===== config.mk =====
export PLATFORM = sky130hd
export DESIGN_NAME = seq_divider
export DESIGN_NICKNAME = d
export VERILOG_FILES = /design/src/rtl/seq_divider.sv
export SDC_FILE = /design/constraint.sdc
export NUM_CORES = 1
export LEC_CHECK = 0
export ABC_AREA = 1
export CAP_MARGIN = 20
export CORE_MARGIN = 5
export CORE_UTILIZATION = 45
export DETAILED_ROUTE_END_ITERATION = 8
export DONT_BUFFER_PORTS = 1
export PLACE_DENSITY_LB_ADDON = 0.25
export RECOVER_POWER = 100
export SYNTH_ARGS = -nofsm -noshare
export SYNTH_HDL_FRONTEND = slang
export SYNTH_SLANG_ARGS = --single-unit

===== constraint.sdc =====
create_clock -name clock -period 6.4 [get_ports clock]
set_clock_uncertainty 0.1 [all_clocks]
set_input_delay 0.64 -clock clock [delete_from_list [all_inputs] [get_ports clock]]
set_output_delay 0.64 -clock clock [all_outputs]
set_load 0.01 [all_outputs]

===== src/rtl/seq_divider.sv =====
// seq_divider: multi-cycle signed integer divider, one quotient bit per clock.
// Uses a non-restoring shift/subtract loop on operand magnitudes, then fixes
// the remainder and applies signs. Result layout matches the HI/LO registers:
// Y[2*WIDTH-1:WIDTH] = remainder (HI), Y[WIDTH-1:0] = quotient (LO).
// Optional feature macro: DIV_ZERO_FLAG_EN adds the sticky div_by_zero output.
`timescale 1ns/1ps

module seq_divider #(
  parameter int WIDTH = 32
) (
  input  logic               clock,
  input  logic               clear,
  input  logic               start,
  input  logic [WIDTH-1:0]   Dividend,
  input  logic [WIDTH-1:0]   Divisor,
  output logic               busy,
  output logic               done,
  output logic [2*WIDTH-1:0] Y
`ifdef DIV_ZERO_FLAG_EN
  ,
  output logic               div_by_zero
`endif
);

  localparam int CW = $clog2(WIDTH + 1);

  typedef enum logic [1:0] {
    IDLE   = 2'd0,
    DIVIDE = 2'd1,
    FIXUP  = 2'd2
  } state_t;

  // Two's-complement magnitude; the most-negative value maps to 2^(WIDTH-1),
  // which is representable as an unsigned WIDTH-bit number.
  function automatic logic [WIDTH-1:0] magnitude(input logic [WIDTH-1:0] v);
    return v[WIDTH-1] ? (WIDTH'(0) - v) : v;
  endfunction

  // ---------------------------------------------------------------------------
  // State and datapath registers
  // ---------------------------------------------------------------------------
  state_t             state,     state_next;
  logic [WIDTH:0]     rem,       rem_next;     // WIDTH+1 bits: MSB is remainder sign
  logic [WIDTH-1:0]   quo,       quo_next;     // dividend magnitude shifting out, quotient in
  logic [WIDTH-1:0]   dvs,       dvs_next;     // divisor magnitude
  logic [WIDTH-1:0]   dvd_raw,   dvd_raw_next; // signed dividend, returned as remainder on /0
  logic               sign_q,    sign_q_next;
  logic               sign_r,    sign_r_next;
  logic               zero_div,  zero_div_next;
  logic [CW-1:0]      count,     count_next;
  logic               busy_next;
  logic               done_next;
  logic [2*WIDTH-1:0] y_next;
`ifdef DIV_ZERO_FLAG_EN
  logic               dz_flag_next;
`endif

  // ---------------------------------------------------------------------------
  // Arithmetic for one non-restoring step and for the final fixup
  // ---------------------------------------------------------------------------
  logic [WIDTH:0]     dvs_ext;
  logic [WIDTH:0]     rem_shift;
  logic [WIDTH:0]     rem_step;
  logic [WIDTH:0]     rem_fixed;
  logic [WIDTH-1:0]   rem_mag;
  logic [WIDTH-1:0]   quo_signed;
  logic [WIDTH-1:0]   rem_signed;

  // Step/fixup arithmetic shared by the DIVIDE and FIXUP states.
  always_comb begin
    dvs_ext   = {1'b0, dvs};
    // Shift {rem,quo} left by one: the next dividend bit enters the remainder.
    rem_shift = {rem[WIDTH-1:0], quo[WIDTH-1]};
    // Non-negative partial remainder subtracts the divisor, negative adds it back.
    rem_step  = rem[WIDTH] ? (rem_shift + dvs_ext) : (rem_shift - dvs_ext);
    // A negative final remainder is one divisor short of the true value.
    rem_fixed = rem[WIDTH] ? (rem + dvs_ext) : rem;
    // Corrected remainder magnitude is below the divisor, so WIDTH bits hold it.
    rem_mag    = rem_fixed[WIDTH-1:0];
    // Truncating division: quotient sign is the XOR of operand signs and the
    // remainder follows the dividend. Negating 2^(WIDTH-1) wraps to itself,
    // which yields the expected most-negative / -1 result.
    quo_signed = sign_q ? (WIDTH'(0) - quo)     : quo;
    rem_signed = sign_r ? (WIDTH'(0) - rem_mag) : rem_mag;
  end

  // ---------------------------------------------------------------------------
  // Next-state and next-output logic
  // ---------------------------------------------------------------------------
  // NOTE: every signal gets its hold value first so no path leaves one
  // unassigned; that is what keeps this block from inferring latches.
  always_comb begin
    state_next    = state;
    rem_next      = rem;
    quo_next      = quo;
    dvs_next      = dvs;
    dvd_raw_next  = dvd_raw;
    sign_q_next   = sign_q;
    sign_r_next   = sign_r;
    zero_div_next = zero_div;
    count_next    = count;
    busy_next     = busy;
    done_next     = 1'b0;
    y_next        = Y;
`ifdef DIV_ZERO_FLAG_EN
    dz_flag_next  = div_by_zero;
`endif

    unique case (state)
      IDLE: begin
        if (start) begin
          // Operands are captured here; later input changes cannot affect the result.
          dvd_raw_next  = Dividend;
          sign_q_next   = Dividend[WIDTH-1] ^ Divisor[WIDTH-1];
          sign_r_next   = Dividend[WIDTH-1];
          rem_next      = '0;
          quo_next      = magnitude(Dividend);
          dvs_next      = magnitude(Divisor);
          count_next    = CW'(WIDTH);
          busy_next     = 1'b1;
`ifdef DIV_ZERO_FLAG_EN
          dz_flag_next  = 1'b0;
`endif
          if (Divisor == '0) begin
            // Zero divisor skips the iteration loop and completes on the next edge.
            zero_div_next = 1'b1;
            state_next    = FIXUP;
          end else begin
            zero_div_next = 1'b0;
            state_next    = DIVIDE;
          end
        end
      end

      DIVIDE: begin
        rem_next   = rem_step;
        // New quotient bit is 1 when the updated partial remainder is non-negative.
        quo_next   = {quo[WIDTH-2:0], ~rem_step[WIDTH]};
        count_next = count - CW'(1);
        if (count == CW'(1)) begin
          state_next = FIXUP;
        end
      end

      FIXUP: begin
        // start is not looked at here; it is accepted again from the next IDLE cycle.
        if (zero_div) begin
          y_next = {dvd_raw, {WIDTH{1'b1}}};
`ifdef DIV_ZERO_FLAG_EN
          dz_flag_next = 1'b1;
`endif
        end else begin
          rem_next = rem_fixed;
          y_next   = {rem_signed, quo_signed};
        end
        done_next  = 1'b1;
        busy_next  = 1'b0;
        state_next = IDLE;
      end

      default: begin
        state_next = IDLE;
        busy_next  = 1'b0;
      end
    endcase
  end

  // ---------------------------------------------------------------------------
  // State register with synchronous clear; clear abandons any division in flight.
  // ---------------------------------------------------------------------------
  // NOTE: sequential state uses non-blocking assignments so every register
  // samples the pre-edge values regardless of statement order.
  always_ff @(posedge clock) begin
    if (clear) begin
      state    <= IDLE;
      rem      <= '0;
      quo      <= '0;
      dvs      <= '0;
      dvd_raw  <= '0;
      sign_q   <= 1'b0;
      sign_r   <= 1'b0;
      zero_div <= 1'b0;
      count    <= '0;
      busy     <= 1'b0;
      done     <= 1'b0;
      Y        <= '0;
`ifdef DIV_ZERO_FLAG_EN
      div_by_zero <= 1'b0;
`endif
    end else begin
      state    <= state_next;
      rem      <= rem_next;
      quo      <= quo_next;
      dvs      <= dvs_next;
      dvd_raw  <= dvd_raw_next;
      sign_q   <= sign_q_next;
      sign_r   <= sign_r_next;
      zero_div <= zero_div_next;
      count    <= count_next;
      busy     <= busy_next;
      done     <= done_next;
      Y        <= y_next;
`ifdef DIV_ZERO_FLAG_EN
      div_by_zero <= dz_flag_next;
`endif
    end
  end

endmodule


== Word level (Yosys, flattened, before mapping) ==
Index checks and enable logic that the tools add are counted.

* Logic and storage cells: 60
* Flip-flop bits (word level): 206
* Input port bits: 67
* Output and inout bits: 66

* Mux-type cells: 22
* Add/sub/neg operators: 8
* Reductions and logical operators: 9
* Bitwise gates (word level): 3
* Eq/ne operators: 6

{| class="wikitable"
|+ Operators by type and width
! cell !! number
|-
| 32-bit 2-to-1 mux || 5
|-
| 33-bit 2-to-1 mux || 4
|-
| 1-bit by 32-bit subtractor with 32-bit output, first input constant || 4
|-
| 33-bit one-hot mux with 3 select lines || 1
|-
| 33-bit by 32-bit adder with 33-bit output || 2
|-
| 64-bit 2-to-1 mux || 1
|-
| 32-bit one-hot mux with 2 select lines || 1
|-
| 33-bit by 32-bit subtractor with 33-bit output || 1
|-
| 32-bit logical NOT || 1
|-
| 6-bit one-hot mux with 2 select lines || 1
|-
| 2-bit AND reduction || 4
|-
| 6-bit by 1-bit equality test with 1-bit output, second input constant || 1
|-
| 2-bit 2-to-1 mux || 3
|-
| 6-bit 2-to-1 mux || 1
|-
| 2-bit inequality test, second input constant || 3
|-
| 6-bit by 1-bit subtractor with 6-bit output, second input constant || 1
|-
| 2-bit one-hot mux with 2 select lines || 1
|-
| 1-bit 2-to-1 mux || 3
|-
| 3-bit AND reduction || 1
|-
| 3-bit nonzero test || 1
|-
| 2-bit by 1-bit equality test with 1-bit output, second input constant || 1
|-
| 2-bit equality test, second input constant || 1
|-
| 2-bit logical NOT || 1
|-
| 1-bit inverter || 2
|-
| other kinds (3) || 3
|}

== Longest topological paths before layout ==
Gate-level depths: netlist of run 1.

* Depth after elaboration: 5
* Mapped depth: 24
* Gate-level depth less buffers: 24

== Least setup slack after synthesis of run 1 ==
OpenSTA, ideal clock, no wires.

* Path type: register -> register
* Start point: register dvs[1]
* End point: register rem[31]
* Buffers on the path: 0
* Data required time: 6230 ps
* Cell stages (with the launch flop): 23
* Setup slack: 2808 ps
* Setup time: 70 ps
* Clock period less this slack: 3592 ps
* Arrival: 3422 ps
* Cells stage by stage: dfxtp_1 > inv_1 > ha_1 > nand3_1 > nor4_1 > nand2_1 > inv_1 > nand2_1 > nor3_1 > nand2_1 > o21ai_2 > o21ai_0 > xor2_1 > ha_1 > a21oi_1 > o21ai_0 > a221oi_1 > nand2_1 > a21oi_1 > o21ai_0 > o21ai_0 > nand2_1 > a21oi_1

* Word-level cells in the longest chain between the ends: 4
* Elaborated cells on any way between the ends: 7
* Those cells by class: add/sub: 3; mux: 4

{| class="wikitable"
|+ RTL lines
! element !! RTL line !! RTL
|-
| start, declared || 45 || <nowiki>logic [WIDTH-1:0] dvs, dvs_next;</nowiki>
|-
| start signal, assigned || 194 || <nowiki>dvs <= dvs_next;</nowiki>
|-
| 33-bit by 32-bit adder with 33-bit output || 77 || <nowiki>rem_fixed = rem[WIDTH] ? (rem + dvs_ext) : rem;</nowiki>
|-
| 33-bit 2-to-1 mux || 77 ||
|-
| 33-bit 2-to-1 mux || 147 || <nowiki>if (zero_div) begin</nowiki>
|-
| 33-bit one-hot mux with 3 select lines (*) || 109 || <nowiki>unique case (state)</nowiki>
|-
| end signal, assigned || 192 || <nowiki>rem <= rem_next;</nowiki>
|-
| end, declared || 43 || <nowiki>logic [WIDTH:0] rem, rem_next;</nowiki>
|}

Every way passes the cells marked *; elsewhere a longest branch is shown, timed or not. The select of a mux whose other input is x is not followed.
A chain may end at the register's enable or synchronous reset.

== Worst setup path after layout of run 1 ==
* Start point: register state[1]
* End point: register quo[7]

* Word-level cells in the longest chain between the ends: 3
* Elaborated cells on any way between the ends: 6
* Those cells by class: eq/ne: 2; mux: 1; reduce/logical: 3

{| class="wikitable"
|+ RTL lines
! element !! RTL line !! RTL
|-
| start, declared || 42 || <nowiki>state_t state, state_next;</nowiki>
|-
| start signal, assigned || 191 || <nowiki>state <= state_next;</nowiki>
|-
| 2-bit by 1-bit equality test with 1-bit output / 2-bit logical NOT (equally long branches) || 109 ||
|-
| 2-bit nonzero test (no source line) / 2-bit inequality test (equally long branches) || -- ||
|-
| 2-bit AND reduction (no source line) || -- ||
|-
| end signal, assigned || 193 || <nowiki>quo <= quo_next;</nowiki>
|-
| end, declared || 44 || <nowiki>logic [WIDTH-1:0] quo, quo_next;</nowiki>
|}

Several ways; a longest one is shown, not always the timed one.

==> results of run 1 <==
==> registers in the layout, summed over array words and instances (netlist names) <==
signal and cells:
dvd_raw 32, done 1, Y 64, quo 32, rem 33, dvs 32, count 6, state 2
sign_q 1, zero_div 1, busy 1
==> kinds of logic after synthesis <==
| group | after synthesis |
|---|---|
| AND/OR/NAND/NOR | 1347 |
| AO/OA/AOI/OAI | 573 |
| buffers and inverters | 460 |
| flip-flops | 205 |
| XOR/XNOR | 83 |
| adder cells (fa/ha/maj) | 78 |
==> Yosys cell counts, types with 22 or more instances <==
master,number
sky130_fd_sc_hd__nor3_1,37
sky130_fd_sc_hd__ha_1,76
sky130_fd_sc_hd__nand2_2,22
sky130_fd_sc_hd__nand2_1,724
sky130_fd_sc_hd__dfxtp_1,205
sky130_fd_sc_hd__nor2_1,258
sky130_fd_sc_hd__a31oi_1,29
sky130_fd_sc_hd__inv_1,326
sky130_fd_sc_hd__a21oi_1,220
sky130_fd_sc_hd__o211ai_1,28
sky130_fd_sc_hd__o221ai_1,30
sky130_fd_sc_hd__xnor2_1,26
sky130_fd_sc_hd__or2_2,31
sky130_fd_sc_hd__xor2_1,57
sky130_fd_sc_hd__clkbuf_1,80
sky130_fd_sc_hd__nand4_1,32
sky130_fd_sc_hd__nand3_1,161
sky130_fd_sc_hd__o21ai_0,180
==> final cells by class <==
class	instances	area [sq um]	area share [%]
multi-input cells	2081	10900	61.0
clock inverters	10	129	0.720
repair buffers	17	103	0.573
well taps	468	586	3.27
clock buffers	34	729	4.08
flip-flops and latches	205	4100	22.9
inverters	352	1320	7.38
==> layer usage <==
layer,routed length (microns),share of wire (%)
met4,2620,4.4
met3,4330,7.2
met1,27400,46
met5,0,0
met2,25700,43
==> worst paths after layout <==
path                            cells after the start         from     endpoint  slack (ns)
worst max-delay path                               11     state[1]       quo[7]        1.28
worst min-delay path                                1        clear      quo[21]        0.06
worst max register to register                     11     state[1]       quo[7]        1.28
worst min register to register                      2  dvd_raw[26]  dvd_raw[26]        0.35
==> through the flow <==
| stage | utilization [%] | total power, uW | instances | area (sq um) |
|---|---|---|---|---|
| 3_3_place_gp | 46.6 | 2980 | 3123 | 17100 |
| 3_5_place_dp | 46.6 | 3000 | 3123 | 17100 |
| 6_report | 48.8 | 4480 | 3167 | 17900 |
| 2_1_floorplan | - | 2640 | 2746 | 16800 |
| 5_1_grt | 48.8 | 4760 | 3167 | 17900 |
| 4_1_cts | 49.0 | 4500 | 3167 | 18000 |
==> power groups by stage <==
| stage | Combinational (uW) | Sequential (uW) | Clock [uW] |
|---|---|---|---|
| 2_1_floorplan | 1130 | 1510 | 0 |
| 3_3_place_gp | 1410 | 1570 | 0 |
| 3_5_place_dp | 1430 | 1570 | 0 |
| 4_1_cts | 1430 | 1550 | 1520 |
| 5_1_grt | 1620 | 1560 | 1570 |
| 6_report | 1440 | 1550 | 1500 |
==> worst max-delay path: cells and delay by family (launching register included) <==
| kind | cells | cell delay (ns) |
|---|---|---|
| AO/OA/AOI/OAI | 2 | 0.49 |
| adder cells (fa/ha/maj) | 1 | 0.13 |
| buffers and inverters | 6 | 3.67 |
| flip-flops | 1 | 0.33 |
| AND/OR/NAND/NOR | 2 | 0.29 |
==> impl_summary.log, run 1 <==
[metrics] result of the run: complete, but fails checks
[metrics] violated checks: capacitance limit, slew limit
[metrics] num rows: 70
[metrics] clock tree root driver cell: sky130_fd_sc_hd__clkbuf_16
[metrics] Leak Pwr: 0.00837 uW
[metrics] worst slew pin tran: 2.57 ns
[metrics] syn_nets: 2891
[metrics] summed instance area of the synthesized netlist: 16800 sq um
[metrics] Post-Synth XOR/XNOR Area: 4.33%
[metrics] Die Span X: 203 microns
[metrics] met3 global-route usage: 5.36%
[metrics] y dimension of the die: 203 microns
[metrics] leading cell type in the layout, fill and taps excluded: sky130_fd_sc_hd__nand2_1
[metrics] synth top area cells: sky130_fd_sc_hd__dfxtp_1 (24%), sky130_fd_sc_hd__nand2_1 (16%), sky130_fd_sc_hd__inv_1 (7.3%)
[metrics] min cycle time layout: 5.12 ns
[metrics] proportion of netlist area held by the largest area contributor: 24.4%
[metrics] count of max-cap constraint violations: 7
[metrics] sequential cell fraction of total power: 34.5%
[metrics] critical path data required time: 6.78 ns
[metrics] number of synthesized flops with an enable pin: 0
[metrics] met2 Use GR: 43.8%
[metrics] part of the total power dissipated in combinational logic: 32.1%
[metrics] antenna-violating nets left: 0
[metrics] switching part of the total: 38.6%
[metrics] cell type contributing the most total cell area after synthesis: sky130_fd_sc_hd__dfxtp_1
[metrics] initial core utilization: 45.8%
[metrics] TritonCTS clock tree: built
[metrics] unrepaired setup endpoints after global routing: false
[metrics] total number of vias: 17704
[metrics] most used flip-flop cell after synthesis: sky130_fd_sc_hd__dfxtp_1
[metrics] Critical Path End Type: register
[metrics] complex-gate fraction of the synthesized area: 19.5%
[metrics] CTS Hold Bufs: 0
[metrics] Die Area: 41300 sq um
[metrics] fraction of the mapped netlist area in simple logic gates: 35.4%
[metrics] Area growth, synth to finish: 6.47%
[metrics] final-report hold violation count: 0
[metrics] number of pins with negative max-slew slack in the final report: 308
[metrics] combinational family with the most area after synthesis: simple AND/OR/NAND/NOR gates
[metrics] number of inserted filler cells in the final layout: 3903
[metrics] area of the core region: 36700 sq um
[metrics] Clock power frac: 33.4%
[metrics] total DRC errors in the routed layout: 0
[metrics] half-perimeter wire length after placement: 46400 microns
[metrics] weighted congestion reported at the end of routability-driven placement: 0.993
[metrics] path category of the worst min-delay check: input pin to register
[metrics] number of global-route vias before repair: 16616
[metrics] category of the critical setup timing path: register to register
[metrics] register area share after synthesis: 24.4%
[metrics] largest driver fanout on the critical path: 59
[metrics] cell-internal power: 2750 uW
[metrics] CP max-delay cell: sky130_fd_sc_hd__clkbuf_1
[metrics] Worst Slack Setup Final: 1.28 ns
[metrics] Clock H-tree levels: 1
[metrics] cells traversed along the worst timing path: inv_1 -> ha_1 -> clkbuf_1 -> clkinv_1 -> buf_4 -> nand2_1 -> nand2_1 -> buf_4 -> inv_1 -> o221ai_1 -> a21oi_1
[metrics] asr flop ratio synth: 0%
[metrics] pwr/cell area: 250 nW/um^2
[metrics] global route overflow: 0
[metrics] count of distinct cell types in the synthesized netlist: 55
[metrics] DRT Wirelength: 60000 microns
[metrics] data arrival time of the critical path: 5.51 ns
[metrics] total CTS buffers: 25
[metrics] Ports: 133
[metrics] overall fraction of global-route tracks in use: 28.2%
[metrics] adder-cell area share of the yosys netlist: 5.90%
[metrics] setup violators final: 0
[metrics] initial antenna violation count: 0
[metrics] pin count of the biggest net entering global routing: 120
[metrics] synthesis warning total: 0
[metrics] Port Buf Inserts: 0
[metrics] number of optimization iterations in the first detailed-route pass: 5
[metrics] Avg Vias per Cell: 5.59
[metrics] wire length of the first global-routing pass: 93500 microns
[metrics] post-cts resize count: 0
[metrics] Post-Synthesis Cells: 2746
[metrics] Fmax achieved: 0.195 GHz
[metrics] largest stage delay on the critical path: 1.82 ns
[metrics] highest-count cells in the layout ignoring fill and taps: sky130_fd_sc_hd__nand2_1 (724), sky130_fd_sc_hd__inv_1 (323), sky130_fd_sc_hd__nor2_1 (259)
[metrics] number of clock sinks seen by CTS: 205
[metrics] P_sw: 1730 uW
[metrics] number of setup buffers added after CTS: 0
[metrics] global-route met1 utilization: 39.0%
[metrics] peak ir drop on the vdd network: 0.250 mV
[metrics] Setup TNS: 0 ns
[metrics] register bit total from synthesis: 205
[metrics] buffers from clock root to sink, at most: 3
[metrics] mean cell area of the mapped netlist: 6.12 sq um
[metrics] proportion of synthesized area in mux cells: 0%
[metrics] count of inserted antenna diode cells: 0
[metrics] clock-pin slew of the registers on the worst-case setup and hold paths: 0.06 ns
[metrics] Final #Nets: 2827
[metrics] final clock period utilization by the worst path: 80.0%
[metrics] initial detailed-routing violation count: 1256
[metrics] hold_ws: 0.0638 ns
[metrics] layout cells sized above 1: 6.93%
[metrics] max-slew headroom at the worst pin: -71.6%
[metrics] Post-Place Worst Slack: 2.10 ns
[metrics] gr busiest metal: met2
[metrics] clock insertion delay at the later pin of the skew report: 0.56 ns
[metrics] startpoint type of the worst setup path: register
[metrics] average wire per standard cell: 19.0 microns
Note: power is estimated with default switching activity, not from simulation.
==> inputs of run 2 (changes only) <==
==> constraint.sdc (replaced) <==
create_clock -name clock -period 4.8 [get_ports clock]
set_clock_uncertainty 0.1 [all_clocks]
set_input_delay 0.48 -clock clock [delete_from_list [all_inputs] [get_ports clock]]
set_output_delay 0.48 -clock clock [all_outputs]
set_load 0.01 [all_outputs]
==> impl_summary.log, run 2 (synthesis results as in run 1) <==
[metrics] violated checks: capacitance limit, slew limit
[metrics] Setup TNS: 0 ns
[metrics] data arrival time of the critical path: 4.76 ns
[metrics] startpoint type of the worst setup path: register
[metrics] reg-to-reg startpoint: state[0]
[metrics] initial detailed-routing violation count: 1560
[metrics] critical path data required time: 5.16 ns
[metrics] y dimension of the die: 203 microns
[metrics] result of the run: complete, but fails checks
[metrics] buffers from clock root to sink, at most: 3
[metrics] clock-pin slew of the registers on the worst-case setup and hold paths: 0.06 ns
[metrics] area of the core region: 36700 sq um
[metrics] number of global-route vias before repair: 16751
[metrics] TritonCTS clock tree: built
[metrics] worst slew pin tran: 2.63 ns
[metrics] Final #Nets: 2858
[metrics] total CTS buffers: 26
[metrics] layout cells sized above 1: 7.72%
[metrics] start point of the critical path: state[0]
[metrics] max-slew headroom at the worst pin: -75.4%
[metrics] category of the critical setup timing path: register to register
[metrics] Die Area: 41300 sq um
[metrics] largest driver fanout on the critical path: 37
[metrics] average wire per standard cell: 19.6 microns
[metrics] pwr/cell area: 335 nW/um^2
[metrics] number of pins with negative max-slew slack in the final report: 135
[metrics] total DRC errors in the routed layout: 0
[metrics] setup violators final: 0
[metrics] min cycle time layout: 4.40 ns
[metrics] final-report hold violation count: 0
[metrics] total number of vias: 18070
[metrics] DRT Wirelength: 62700 microns
[metrics] antenna-violating nets left: 0
[metrics] number of optimization iterations in the first detailed-route pass: 5
[metrics] number of clock sinks seen by CTS: 205
[metrics] Area growth, synth to finish: 8.91%
[metrics] register with the most flip-flops: Y
[metrics] Worst Slack Setup Final: 0.402 ns
[metrics] Ports: 133
[metrics] number of setup buffers added after CTS: 0
[metrics] Leak Pwr: 0.00855 uW
[metrics] initial core utilization: 45.8%
[metrics] number of inserted filler cells in the final layout: 3759
[metrics] Clock H-tree levels: 1
[metrics] count of max-cap constraint violations: 3
[metrics] Fmax achieved: 0.227 GHz
[metrics] registers with the most flip-flops: Y: 64 flops, rem: 33 flops
[metrics] hold_ws: 0.0189 ns
[metrics] num rows: 70
[metrics] global route overflow: 0
[metrics] peak ir drop on the vdd network: 0.318 mV
[metrics] leading cell type in the layout, fill and taps excluded: sky130_fd_sc_hd__nand2_1
[metrics] final clock period utilization by the worst path: 91.6%
[metrics] initial antenna violation count: 1
[metrics] overall fraction of global-route tracks in use: 29.3%
[metrics] number of flip-flops under the largest register name: 64
[metrics] weighted congestion reported at the end of routability-driven placement: 0.961
[metrics] wire length of the first global-routing pass: 96200 microns
[metrics] Port Buf Inserts: 0
[metrics] Critical Path End Type: register
[metrics] path category of the worst min-delay check: input pin to register
[metrics] Avg Vias per Cell: 5.64
[metrics] Die Span X: 203 microns
[metrics] startpoint of the lowest-slack hold path: Dividend[2]
[metrics] clock tree root driver cell: sky130_fd_sc_hd__clkbuf_16
[metrics] clock insertion delay at the later pin of the skew report: 0.57 ns
[metrics] pin count of the biggest net entering global routing: 114
[metrics] half-perimeter wire length after placement: 47100 microns
[metrics] Post-Place Worst Slack: 0.484 ns
[metrics] highest-count cells in the layout ignoring fill and taps: sky130_fd_sc_hd__nand2_1 (723), sky130_fd_sc_hd__inv_1 (323), sky130_fd_sc_hd__nor2_1 (258)
[run 2: changes by cell type in the layout (fill, tap and decap cells not counted), sizes merged]
cell | previous run | this run
clkbuf | 41 | 38
buf | 10 | 19
clkinvlp | 0 | 1
dlygate4sd3 | 0 | 22
bufinv | 2 | 3
clkinv | 12 | 16
diode | 0 | 1
[run 2: timing repair]
action                                  in CTS  in global routing
hold buffers                                23                  0
resized for setup                            0                  2
endpoints found under the setup margin       0                  1
endpoints found under the hold margin      132                  0
[run 2: worst paths after layout]
check	endpoint	slack, ns	depth (start not counted)
min	dvd_raw[2]	0.02	2
max	Y[28]	0.40	9
max reg2reg	Y[28]	0.40	9
min reg2reg	dvd_raw[28]	0.35	2
[run 2: cell type report]
cell class                 count  area [sq um]  area share, %
antenna                        1          2.50         0.0137
clock buffer                  32           713           3.90
clock inverter                16           194           1.06
inverter                     352          1320           7.22
multi-input combinational   2081         11000           60.0
sequential                   205          4110           22.4
tap                          468           586           3.20
timing repair buffer          47           407           2.22
[run 2: per-layer routing]
| metal | vias up | global-route usage (%) | part of all wire [%] |
|---|---|---|---|
| li1 | 8964 | - | - |
| met3 | 133 | 6.41 | 8.0 |
| met1 | 8328 | 39.9 | 44 |
| met4 | 0 | 10.0 | 4.0 |
| met5 | - | 0 | 0 |
| met2 | 645 | 46.0 | 44 |
[run 2: where the power goes]
part	total [uW]	internal (uW)	switching (uW)
clock network	2070	1230	842
logic	2000	660	1340
registers	2060	1860	207
[run 2: worst max-delay path, cell delays in order (launching register included)]
cell	delay (ns)
sky130_fd_sc_hd__dfxtp_1	0.34
sky130_fd_sc_hd__inv_1	0.09
sky130_fd_sc_hd__ha_1	0.78
sky130_fd_sc_hd__clkbuf_1	1.31
sky130_fd_sc_hd__inv_2	0.12
sky130_fd_sc_hd__nor2_4	0.81
sky130_fd_sc_hd__buf_4	0.33
sky130_fd_sc_hd__nand3_1	0.19
sky130_fd_sc_hd__o211ai_1	0.13
sky130_fd_sc_hd__inv_1	0.06
[run 2: through the flow]
stage                     area [sq um]  utilization (%)  cells  total power [uW]
final                            18300             49.9   3202              6140
after global routing             18300             49.9   3202              6500
after floorplan                  16800                -   2746              3520
after detailed placement         17200             46.8   3130              4020
after global placement           17200             46.8   3130              4000
after CTS                        18300             49.9   3201              6130
==> inputs of run 3 (changes only) <==
--- a/config.mk
+++ b/config.mk
@@ -9,6 +9,7 @@
 export CAP_MARGIN = 20
 export CORE_MARGIN = 5
 export CORE_UTILIZATION = 45
+export CTS_BUF_LIST = sky130_fd_sc_hd__clkbuf_8 sky130_fd_sc_hd__clkbuf_16
 export DETAILED_ROUTE_END_ITERATION = 8
 export DONT_BUFFER_PORTS = 1
 export PLACE_DENSITY_LB_ADDON = 0.25
==> impl_summary.log, run 3 (synthesis results as in run 1) <==
[metrics] buffers from clock root to sink, at most: 3
[metrics] setup violators final: 0
[metrics] global route overflow: 0
[metrics] pin count of the biggest net entering global routing: 114
[metrics] number of inserted filler cells in the final layout: 3759
[metrics] most common cell type on the critical path: sky130_fd_sc_hd__inv_1
[metrics] total CTS buffers: 26
[metrics] Critical Path End Type: register
[metrics] DRT Wirelength: 62700 microns
[metrics] hold_ws: 0.0182 ns
[metrics] Die Span X: 203 microns
[metrics] number of setup buffers added after CTS: 0
[metrics] Fmax achieved: 0.227 GHz
[metrics] leading cell type in the layout, fill and taps excluded: sky130_fd_sc_hd__nand2_1
[metrics] Ports: 133
[metrics] num rows: 70
[metrics] critical path data required time: 5.16 ns
[metrics] average wire per standard cell: 19.6 microns
[metrics] wire length of the first global-routing pass: 96200 microns
[metrics] total DRC errors in the routed layout: 0
[metrics] Die Area: 41300 sq um
[metrics] number of global-route vias before repair: 16751
[metrics] half-perimeter wire length after placement: 47100 microns
[metrics] violated checks: capacitance limit, slew limit
[metrics] startpoint type of the worst setup path: register
[metrics] initial detailed-routing violation count: 1629
[metrics] clock-pin slew of the registers on the worst-case setup and hold paths: 0.06 ns
[metrics] Area growth, synth to finish: 8.91%
[metrics] worst slew pin tran: 2.66 ns
[metrics] category of the critical setup timing path: register to register
[metrics] number of pins with negative max-slew slack in the final report: 135
[metrics] Post-Place Cell Area: 17200 sq um
[metrics] area taken by multi-input logic gates: 11000 sq um
[metrics] count of max-cap constraint violations: 3
[metrics] total power: 6140 uW
[metrics] register with the most flip-flops: Y
[metrics] Setup TNS: 0 ns
[metrics] min cycle time layout: 4.41 ns
[metrics] total number of vias: 18145
[metrics] highest-count cells in the layout ignoring fill and taps: sky130_fd_sc_hd__nand2_1 (723), sky130_fd_sc_hd__inv_1 (325), sky130_fd_sc_hd__nor2_1 (258)
[metrics] clock insertion delay at the later pin of the skew report: 0.57 ns
[metrics] final design area excluding fillers: 18300 sq um
[metrics] pwr/cell area: 335 nW/um^2
[metrics] antenna-violating nets left: 0
[metrics] utilization after layout: 49.9%
[metrics] max-slew headroom at the worst pin: -77.1%
[metrics] overall fraction of global-route tracks in use: 29.3%
[metrics] registers with the most flip-flops: Y: 64 flops, rem: 33 flops
[metrics] Sequential Area: 4110 sq um
[metrics] Leak Pwr: 0.00856 uW
[metrics] area of the core region: 36700 sq um
[metrics] Port Buf Inserts: 0
[metrics] initial antenna violation count: 1
[metrics] clock tree root driver cell: sky130_fd_sc_hd__clkbuf_16
[metrics] cells traversed along the worst timing path: inv_1 -> ha_1 -> clkbuf_1 -> inv_2 -> nor2_4 -> buf_4 -> nand3_1 -> o211ai_1 -> inv_1
[metrics] final clock period utilization by the worst path: 91.9%
[metrics] final-report hold violation count: 0
[metrics] peak ir drop on the vdd network: 0.320 mV
[metrics] initial core utilization: 45.8%
[metrics] Clock H-tree levels: 1
[metrics] largest stage delay on the critical path: 1.32 ns
[metrics] path category of the worst min-delay check: input pin to register
[metrics] number of flip-flops under the largest register name: 64
[metrics] largest driver fanout on the critical path: 37
[metrics] y dimension of the die: 203 microns
[metrics] layout cells sized above 1: 7.72%
[metrics] result of the run: complete, but fails checks
[metrics] TritonCTS clock tree: built
[metrics] Avg Vias per Cell: 5.67
[metrics] Final #Nets: 2858
[metrics] number of clock sinks seen by CTS: 205
[metrics] number of optimization iterations in the first detailed-route pass: 6
[metrics] weighted congestion reported at the end of routability-driven placement: 0.961
[metrics] data arrival time of the critical path: 4.77 ns
[metrics] CP max-delay cell: sky130_fd_sc_hd__clkbuf_1
-- run 3: area by class of cell --
type	instances	area share (%)
multi-input cells	2081	60.0
flip-flops and latches	205	22.4
inverters	352	7.22
clock buffers	30	3.86
well taps	468	3.20
repair buffers	47	2.22
clock inverters	18	1.10
diodes	1	0.0137
-- run 3: power by group --
part | switching, uW | internal [uW]
sequential | 208 | 1860
clock | 846 | 1220
combinational | 1340 | 660
-- run 3: path summary, 6_finish.rpt --
check	from	endpoint	slack (ns)	cells after the start
setup reg to reg	state[0]	Y[28]	0.39	9
hold / removal	Dividend[2]	dvd_raw[2]	0.02	2
setup / recovery	state[0]	Y[28]	0.39	9
hold reg to reg	dvd_raw[28]	dvd_raw[28]	0.35	2
-- run 3: stage by stage --
| stage | worst slack [ns] | instances |
|---|---|---|
| after floorplan | 1.21 | 2746 |
| after global placement | 0.438 | 3130 |
| after detailed placement | 0.484 | 3130 |
| after CTS | 0.435 | 3201 |
| after global routing | -0.0213 | 3202 |
| final | 0.387 | 3202 |
-- run 3: layer usage --
metal  vias up  part of all wire (%)  routed length (microns)  GRT usage (%)
met5         -                     0                        0              0
li1       8960                     -                        -              -
met4         0                   3.9                     2450           10.0
met2       669                    44                    27600           46.0
met1      8391                    44                    27600           39.9
met3       125                   8.1                     5070           6.41
-- run 3: worst max-delay path: cells and delay by family, from the launching register on --
kind | cells | cell delay (ns)
buffers and inverters | 5 | 1.92
and+or+nand+nor | 2 | 0.99
adders and majority gates | 1 | 0.79
DFF | 1 | 0.34
AOI/OAI and AO/OA | 1 | 0.13
-- run 3: timing repair --
action	in CTS	in global routing
endpoints found under the setup margin	0	1
resized for setup	0	2
hold buffers	23	0
endpoints found under the hold margin	132	0
